**config.mk**
```make
export PLATFORM = sky130hd
export DESIGN_NAME = spike_interval_decoder
export DESIGN_NICKNAME = d
export VERILOG_FILES = /design/src/rtl/spike_interval_decoder.sv
export SDC_FILE = /design/constraint.sdc
export NUM_CORES = 1
export LEC_CHECK = 0
export ABC_CLOCK_PERIOD_IN_PS = 1300
export BUFFER_PORTS_ARGS = -buffer_cell sky130_fd_sc_hd__buf_2
export CELL_PAD_IN_SITES_DETAIL_PLACEMENT = 2
export CELL_PAD_IN_SITES_GLOBAL_PLACEMENT = 2
export CORE_ASPECT_RATIO = 0.6
export CORE_UTILIZATION = 28
export CTS_BUF_LIST = sky130_fd_sc_hd__clkbuf_16
export CTS_CLUSTER_DIAMETER = 60
export DETAILED_ROUTE_END_ITERATION = 6
export GPL_TIMING_DRIVEN = 0
export PLACE_DENSITY = 0.77
export SYNTH_ARGS = -nofsm -noshare
export SYNTH_HDL_FRONTEND = slang
export SYNTH_SLANG_ARGS = --single-unit
export TNS_END_PERCENT = 10
```
**constraint.sdc**
```tcl
create_clock -name clock -period 1.3 [get_ports clock]
set_clock_uncertainty 0.15 [all_clocks]
set_input_delay 0.13 -clock clock [delete_from_list [all_inputs] [get_ports clock]]
set_output_delay 0.13 -clock clock [all_outputs]
set_load 0.005 [all_outputs]
```
**src/rtl/spike_interval_decoder.sv**
```systemverilog
// spike_interval_decoder
// Recovers the cycle distance between consecutive spikes as a binary value:
// the inverse of an axon delay line. A two-state FSM (IDLE / TIMING) counts
// cycles since the last reference spike. Each following spike captures the
// count into a single-entry output register that has a valid/ready handshake.
// If no second spike arrives within MAX cycles, a one-cycle timeout pulse is
// raised. A capture that finds the output register full raises a one-cycle
// dropped pulse instead.

module spike_interval_decoder #(
    parameter int WIDTH = 6
) (
    input  logic             clock,
    input  logic             reset,
    input  logic             enable,
    input  logic             spike_in,
    output logic [WIDTH-1:0] interval_out,
    output logic             interval_valid,
    input  logic             interval_ready,
    output logic             timeout,
    output logic             dropped
);

    localparam logic [WIDTH-1:0] CNT_ZERO = {WIDTH{1'b0}};
    localparam logic [WIDTH-1:0] CNT_ONE  = {{(WIDTH-1){1'b0}}, 1'b1};
    localparam logic [WIDTH-1:0] CNT_MAX  = {WIDTH{1'b1}};

    typedef enum logic {
        ST_IDLE   = 1'b0,
        ST_TIMING = 1'b1
    } state_t;

    // Saturating increment: the interval counter must never wrap to zero.
    function automatic logic [WIDTH-1:0] sat_inc(input logic [WIDTH-1:0] value);
        logic [WIDTH-1:0] result;
        if (value == CNT_MAX) begin
            result = CNT_MAX;
        end else begin
            result = value + CNT_ONE;
        end
        return result;
    endfunction

    // FSM and counter state
    state_t           r_state;
    state_t           w_state_nxt;
    logic [WIDTH-1:0] r_cnt;
    logic [WIDTH-1:0] w_cnt_nxt;
    logic             w_capture;
    logic             w_timeout_evt;

    // Output register state
    logic [WIDTH-1:0] r_interval;
    logic [WIDTH-1:0] w_interval_nxt;
    logic             r_valid;
    logic             w_valid_nxt;
    logic             r_timeout;
    logic             r_dropped;
    logic             w_dropped_evt;

    // Next-state logic: reference capture, counting, spike capture and timeout.
    always_comb begin
        w_state_nxt   = r_state;
        w_cnt_nxt     = r_cnt;
        w_capture     = 1'b0;
        w_timeout_evt = 1'b0;
        if (!enable) begin
            // Disabled: drop any reference; the output side is left alone.
            w_state_nxt = ST_IDLE;
            w_cnt_nxt   = CNT_ZERO;
        end else begin
            case (r_state)
                ST_IDLE: begin
                    if (spike_in) begin
                        // First spike is a reference only; no measurement.
                        w_state_nxt = ST_TIMING;
                        w_cnt_nxt   = CNT_ONE;
                    end else begin
                        w_state_nxt = ST_IDLE;
                        w_cnt_nxt   = CNT_ZERO;
                    end
                end
                ST_TIMING: begin
                    if (spike_in) begin
                        // A spike beats the timeout, even when cnt == MAX.
                        w_capture   = 1'b1;
                        w_state_nxt = ST_TIMING;
                        w_cnt_nxt   = CNT_ONE;
                    end else if (r_cnt == CNT_MAX) begin
                        w_timeout_evt = 1'b1;
                        w_state_nxt   = ST_IDLE;
                        w_cnt_nxt     = CNT_ZERO;
                    end else begin
                        w_state_nxt = ST_TIMING;
                        w_cnt_nxt   = sat_inc(r_cnt);
                    end
                end
                default: begin
                    w_state_nxt = ST_IDLE;
                    w_cnt_nxt   = CNT_ZERO;
                end
            endcase
        end
    end

    // Output handshake: load on capture when there is room, otherwise flag a drop.
    always_comb begin
        w_interval_nxt = r_interval;
        w_valid_nxt    = r_valid;
        w_dropped_evt  = 1'b0;
        if (w_capture) begin
            if (r_valid && !interval_ready) begin
                // Full and not being consumed: keep the held value stable.
                w_dropped_evt = 1'b1;
            end else begin
                w_interval_nxt = r_cnt;
                w_valid_nxt    = 1'b1;
            end
        end else if (r_valid && interval_ready) begin
            w_valid_nxt = 1'b0;
        end else begin
            w_valid_nxt = r_valid;
        end
    end

    // State, counter and registered outputs, with synchronous reset.
    always_ff @(posedge clock) begin
        if (reset) begin
            r_state    <= ST_IDLE;
            r_cnt      <= CNT_ZERO;
            r_interval <= CNT_ZERO;
            r_valid    <= 1'b0;
            r_timeout  <= 1'b0;
            r_dropped  <= 1'b0;
        end else begin
            r_state    <= w_state_nxt;
            r_cnt      <= w_cnt_nxt;
            r_interval <= w_interval_nxt;
            r_valid    <= w_valid_nxt;
            r_timeout  <= w_timeout_evt;
            r_dropped  <= w_dropped_evt;
        end
    end

    assign interval_out   = r_interval;
    assign interval_valid = r_valid;
    assign timeout        = r_timeout;
    assign dropped        = r_dropped;

endmodule

```
; Word level (Yosys, flattened, before mapping)
; Index checks and enable logic that the tools add are counted.
[word_totals]
elab_cells = 37
in_bits = 5
reg_bits = 16
[op_classes]
n_addsub = 1
eq_ne = 2
mux = 15
bitwise_logic = 4
n_reduce_logical = 9
[op_table]
columns = cell, n
row1 = 2-to-1 mux 6 bit, 2
row2 = case mux 6 bit (2 select lines), 1
row3 = 2-to-1 mux 1 bit, 11
row4 = "adder 6 x 1 -> 6 bit, second input constant", 1
row5 = "== test 6 bit, second input constant", 1
row6 = NOT 1 bit, 4
row7 = AND reduction 2 bit, 2
row8 = OR reduction 2 bit, 2
row9 = OR reduction 4 bit, 1
row10 = logical AND 1 bit, 2
row11 = "inequality test 2 bit, second input constant", 1
row12 = case mux 1 bit (2 select lines), 1
row13 = nonzero test 2 bit, 1
row14 = zero test 1 bit, 1

; Longest topological paths before layout
[logic_depth]
word_depth = 5
mapped_depth = 4
ltp_nobuf = 4

; Worst setup path before layout
; No wires, ideal clock.
[synth_timing]
kind = reg-to-reg
from = register r_cnt[0]
to = register r_state
n_path_buf = 0
required_time_ps = 1021
stages_incl_launch_ff = 5
t_arrival_ps = 1073
path_slack_ps = -52
synth_period_minus_slack_ps = 1352
setup_ps = 129
cell_sequence = dfxtp_1 > ha_1 > nand3_1 > nor2_1 > o31ai_1
[synth_via]
elab_chain_len = 4
[synth_lines]
columns = item, line
row1 = "start, declared", 47  ; logic [WIDTH-1:0] r_cnt;
row2 = "start signal, assigned", 137  ; r_cnt <= w_cnt_nxt;
row3 = == test 6 bit, 89  ; end else if (r_cnt == CNT_MAX) begin
row4 = 2-to-1 mux 1 bit, 89
row5 = 2-to-1 mux 1 bit, 84  ; if (spike_in) begin
row6 = case mux 1 bit (2 select lines), 72  ; case (r_state)
row7 = "end signal, assigned", 136  ; r_state <= w_state_nxt;
row8 = "end, declared", 45  ; state_t r_state;
; No other way between the ends.
; A chain may end at the register's enable or synchronous reset.

; Final worst setup path
[layout_timing]
from = register r_state
to = register r_cnt[1]
[layout_via]
elab_chain_len = 2
[layout_lines]
columns = item, line
row1 = NOT 1 bit, --
row2 = case mux 6 bit (2 select lines) (*), 72
; Every way passes the cells marked *; elsewhere a longest branch is shown, timed or not.

==> metrics.md <==
| Metric | Value |
|---|---|
| Count leader, synth | dfxtp_1 |
| Pwr dens | 1240 nW/um2 |
| Int Pwr | 925 uW |
| CP Data Required Time | around 1.3 ns |
| Sequential power share | 0.434 |
| CTS tree | done |
| Cell breakdown of the critical path | inv_1 > or3_4 > buf_6 > nor3b_2 |
| Max Fanout on Critical Path | 6 |
| Slew @ Worst Pin | between 0.3 and 0.4 ns |
| CTS sink count | 16 |
| GRT Util Overall | 0.144 |
| GRT overflow | 0 |
| Worst path top cell family by delay | simple AND/OR/NAND/NOR gates |
| Area share of the largest cell type after synthesis | 0.472 |
| Wirelength per Cell | approximately 14 um |
| Final hold viol count | 0 |
| Fin crit share | 0.970 |
| Std cell rows | 13 |
| Async S/R FF share, synth | 0 |
| Worst hold path class | in2reg |
| Fmax | around 790 MHz |
| Static leakage | 0.324 nW |
| Clk pwr share | 0.526 |
| CP max stage cell | dfxtp_2 |
| Max Slew Vio Count | 0 |
| First-pass iteration count of the detailed router | 4 |
| Yosys cell types | 25 |
| Max_cap viols | 0 |
| Worst-Skew Late Latency | around 0.25 ns |
| Worst setup SP type | flop |
| Wirelength, routed | about 1600 um |
| Port Buffer Count | 13 |
| Net Sw Frac | 0.193 |
| First-pass GRT wire length | approximately 2500 um |
| Psw | between 200 and 250 uW |
| Ant. Diodes | 0 |
| CTS Root Cell | clkbuf_16 |
| Fin area | 927 um2 |
| Design Power | 1.15 mW |
| Status | complete, no violations |
| Synth area leaders | dfxtp_1 (47%), nand2b_1 (12%), mux2i_1 (8.9%) |
| Antenna violations before repair | 0 |
| Placed wire-length estimate | roughly 1100 um |
| Via count | about 500 |
| Register area share after synthesis | 0.472 |
| Largest net degree at the start of global routing | 11 |
| Post-synth EDFFs | 0 |
| Synth Instances | between 60 and 70 |
| Synth Warn # | 0 |
| Mapped Nets | 72 |
| Synth cell count leaders | dfxtp_1 (16), nand2b_1 (13), mux2i_1 (6) |
| I/O pin cnt | 14 |
| Maximum vdd ir drop | 0.000390 V |
| Final setup vio count | 0 |
| Final nets | between 90 and 100 |
| RSZ-0062 raised after global routing | yes |
| Minimum clock period | 1.26 ns |
| Fillers | 240 |
| Crit end category | flop |
| Cell accounting for the most synthesized area | dfxtp_1 |
| Vias in the first global route | between 400 and 500 |
| Die X-Extent | 65.5 um |
| Longest Clk Path Bufs | 2 |
| Slew HR | 0.770 |
| Arrival @ worst endpoint | 1.28 ns |
| Die Area | 2630 um2 |
| Vias per inst | between 4 and 5 |
| Synthesized area per cell | 10.3 um2 |
| Max stage delay on crit path | approximately 0.35 ns |
| Placed Area | between 700 and 800 um2 |
| Routed Antenna Nets | 0 |
| Layout cells sized above 1 | 0.405 |
| Buf/Inv on CP | 2 |
| Initial Utilization | 0.304 |
| Seq cells post-synth | 16 |
| Mapped cell area | around 680 um2 |
| Clock transition at the registers of the reported paths | roughly 0.05 ns |
| CP Class | reg2reg |
| DRC Markers | 0 |
| Prevailing post-synth register cell | dfxtp_1 |
| Placer Congestion | 0.662 |
| CORE AREA | 2230 um2 |
| Area Growth Syn to Fin | 36.7% |
| Combinational share of power | 0.040 |
| Final core occ | 0.416 |
| Iteration-0 DRC Markers | 8 |
| H-Tree Depth | 1 |
| Chip height | between 40 and 50 um |
| CTS Buf Count | 3 |
[routing by layer]
layer  vias to the layer above  routed length [um]  track usage
met1                       245                 809        0.175
met5                         -                   0            0
met2                         9                 690        0.229
li1                        257                   -            -
met3                         4                  73       0.0597
met4                         0                  22       0.0652
[repair_timing]
action / CTS / global route
buffers inserted: 0 / 0
endpoints found under the hold margin: 1 / 0
resized for setup: 7 / 9
hold buffers: 1 / 0
endpoints found under the setup margin: 6 / 8
pin swaps: 2 / 2
[logic make-up after synthesis]
kind of cell    Yosys count  share of synthesized area
xor+xnor                  3                     0.0388
compound gates            5                     0.0572
fa+ha+maj                 1                     0.0184
flops                    16                      0.472
simple gates             31                      0.290
buf+inv                   4                     0.0350
mux                       6                     0.0886
[power by group through the flow]
stage	combinational (mW)	sequential, mW	clock [mW]
5_1_grt	0.0504	0.498	0.649
4_1_cts	0.0445	0.501	0.630
3_5_place_dp	0.0417	0.511	0
2_1_floorplan	0.0255	0.509	0
6_report	0.0455	0.498	0.603
3_3_place_gp	0.0401	0.510	0
[tightest hold or removal path, stage by stage]
cell and delay (ns):
buf_2 0.13, nand2b_4 0.08, nor3_1 0.05
[cells in the final DEF, fill, tap and decap left out, drive strengths merged, types with 2 or more instances in the layout]
cell type / instances
buf: 14
xor2: 2
mux2i: 6
nor3: 3
dfxtp: 16
nand2b: 14
nor2: 3
nand2: 3
or3: 2
clkbuf: 5
nand3: 3
[through the flow]
stage | hold WS, ns | worst slack, ns | setup TNS, ns | cells
6_report | 0.0354 | 0.0384 | 0 | 114
2_1_floorplan | 0.105 | 0.0225 | 0 | 66
3_5_place_dp | 0.260 | -0.179 | -0.812 | 109
5_1_grt | 0.0398 | -0.0183 | -0.0297 | 114
4_1_cts | 0.0302 | 0.00929 | 0 | 114
3_3_place_gp | 0.246 | -0.130 | -0.598 | 109
[cell type report]
type                            instances  area (um2)  area share
Buffer                                  3        22.5      0.0243
Clock inverter                          1        3.75     0.00405
Tap cell                               30        37.5      0.0405
Timing Repair Buffer                   14        75.1      0.0810
Inverter                                1        3.75     0.00405
Sequential cell                        16         333       0.359
Multi-Input combinational cell         46         377       0.406
Clock buffer                            3        75.1      0.0810
[worst paths after layout]
| path | from | endpoint | slack [ns] | depth (start not counted) |
|---|---|---|---|---|
| max | r_state$_SDFF_PP0_ | r_cnt[1]$_SDFF_PP0_ | 0.04 | 4 |
| min | enable | dropped$_SDFF_PP0_ | 0.04 | 3 |
| max reg2reg | r_state$_SDFF_PP0_ | r_cnt[1]$_SDFF_PP0_ | 0.04 | 4 |
| min reg2reg | interval_out[5]$_SDFFE_PP0P_ | interval_out[5]$_SDFFE_PP0P_ | 0.33 | 2 |
[registers in the layout, indices dropped and copies added (netlist names)]
signal          count
dropped             1
interval_out        6
interval_valid      1
r_cnt               6
r_state             1
timeout             1
No activity file was read; power rests on OpenSTA's default activity.
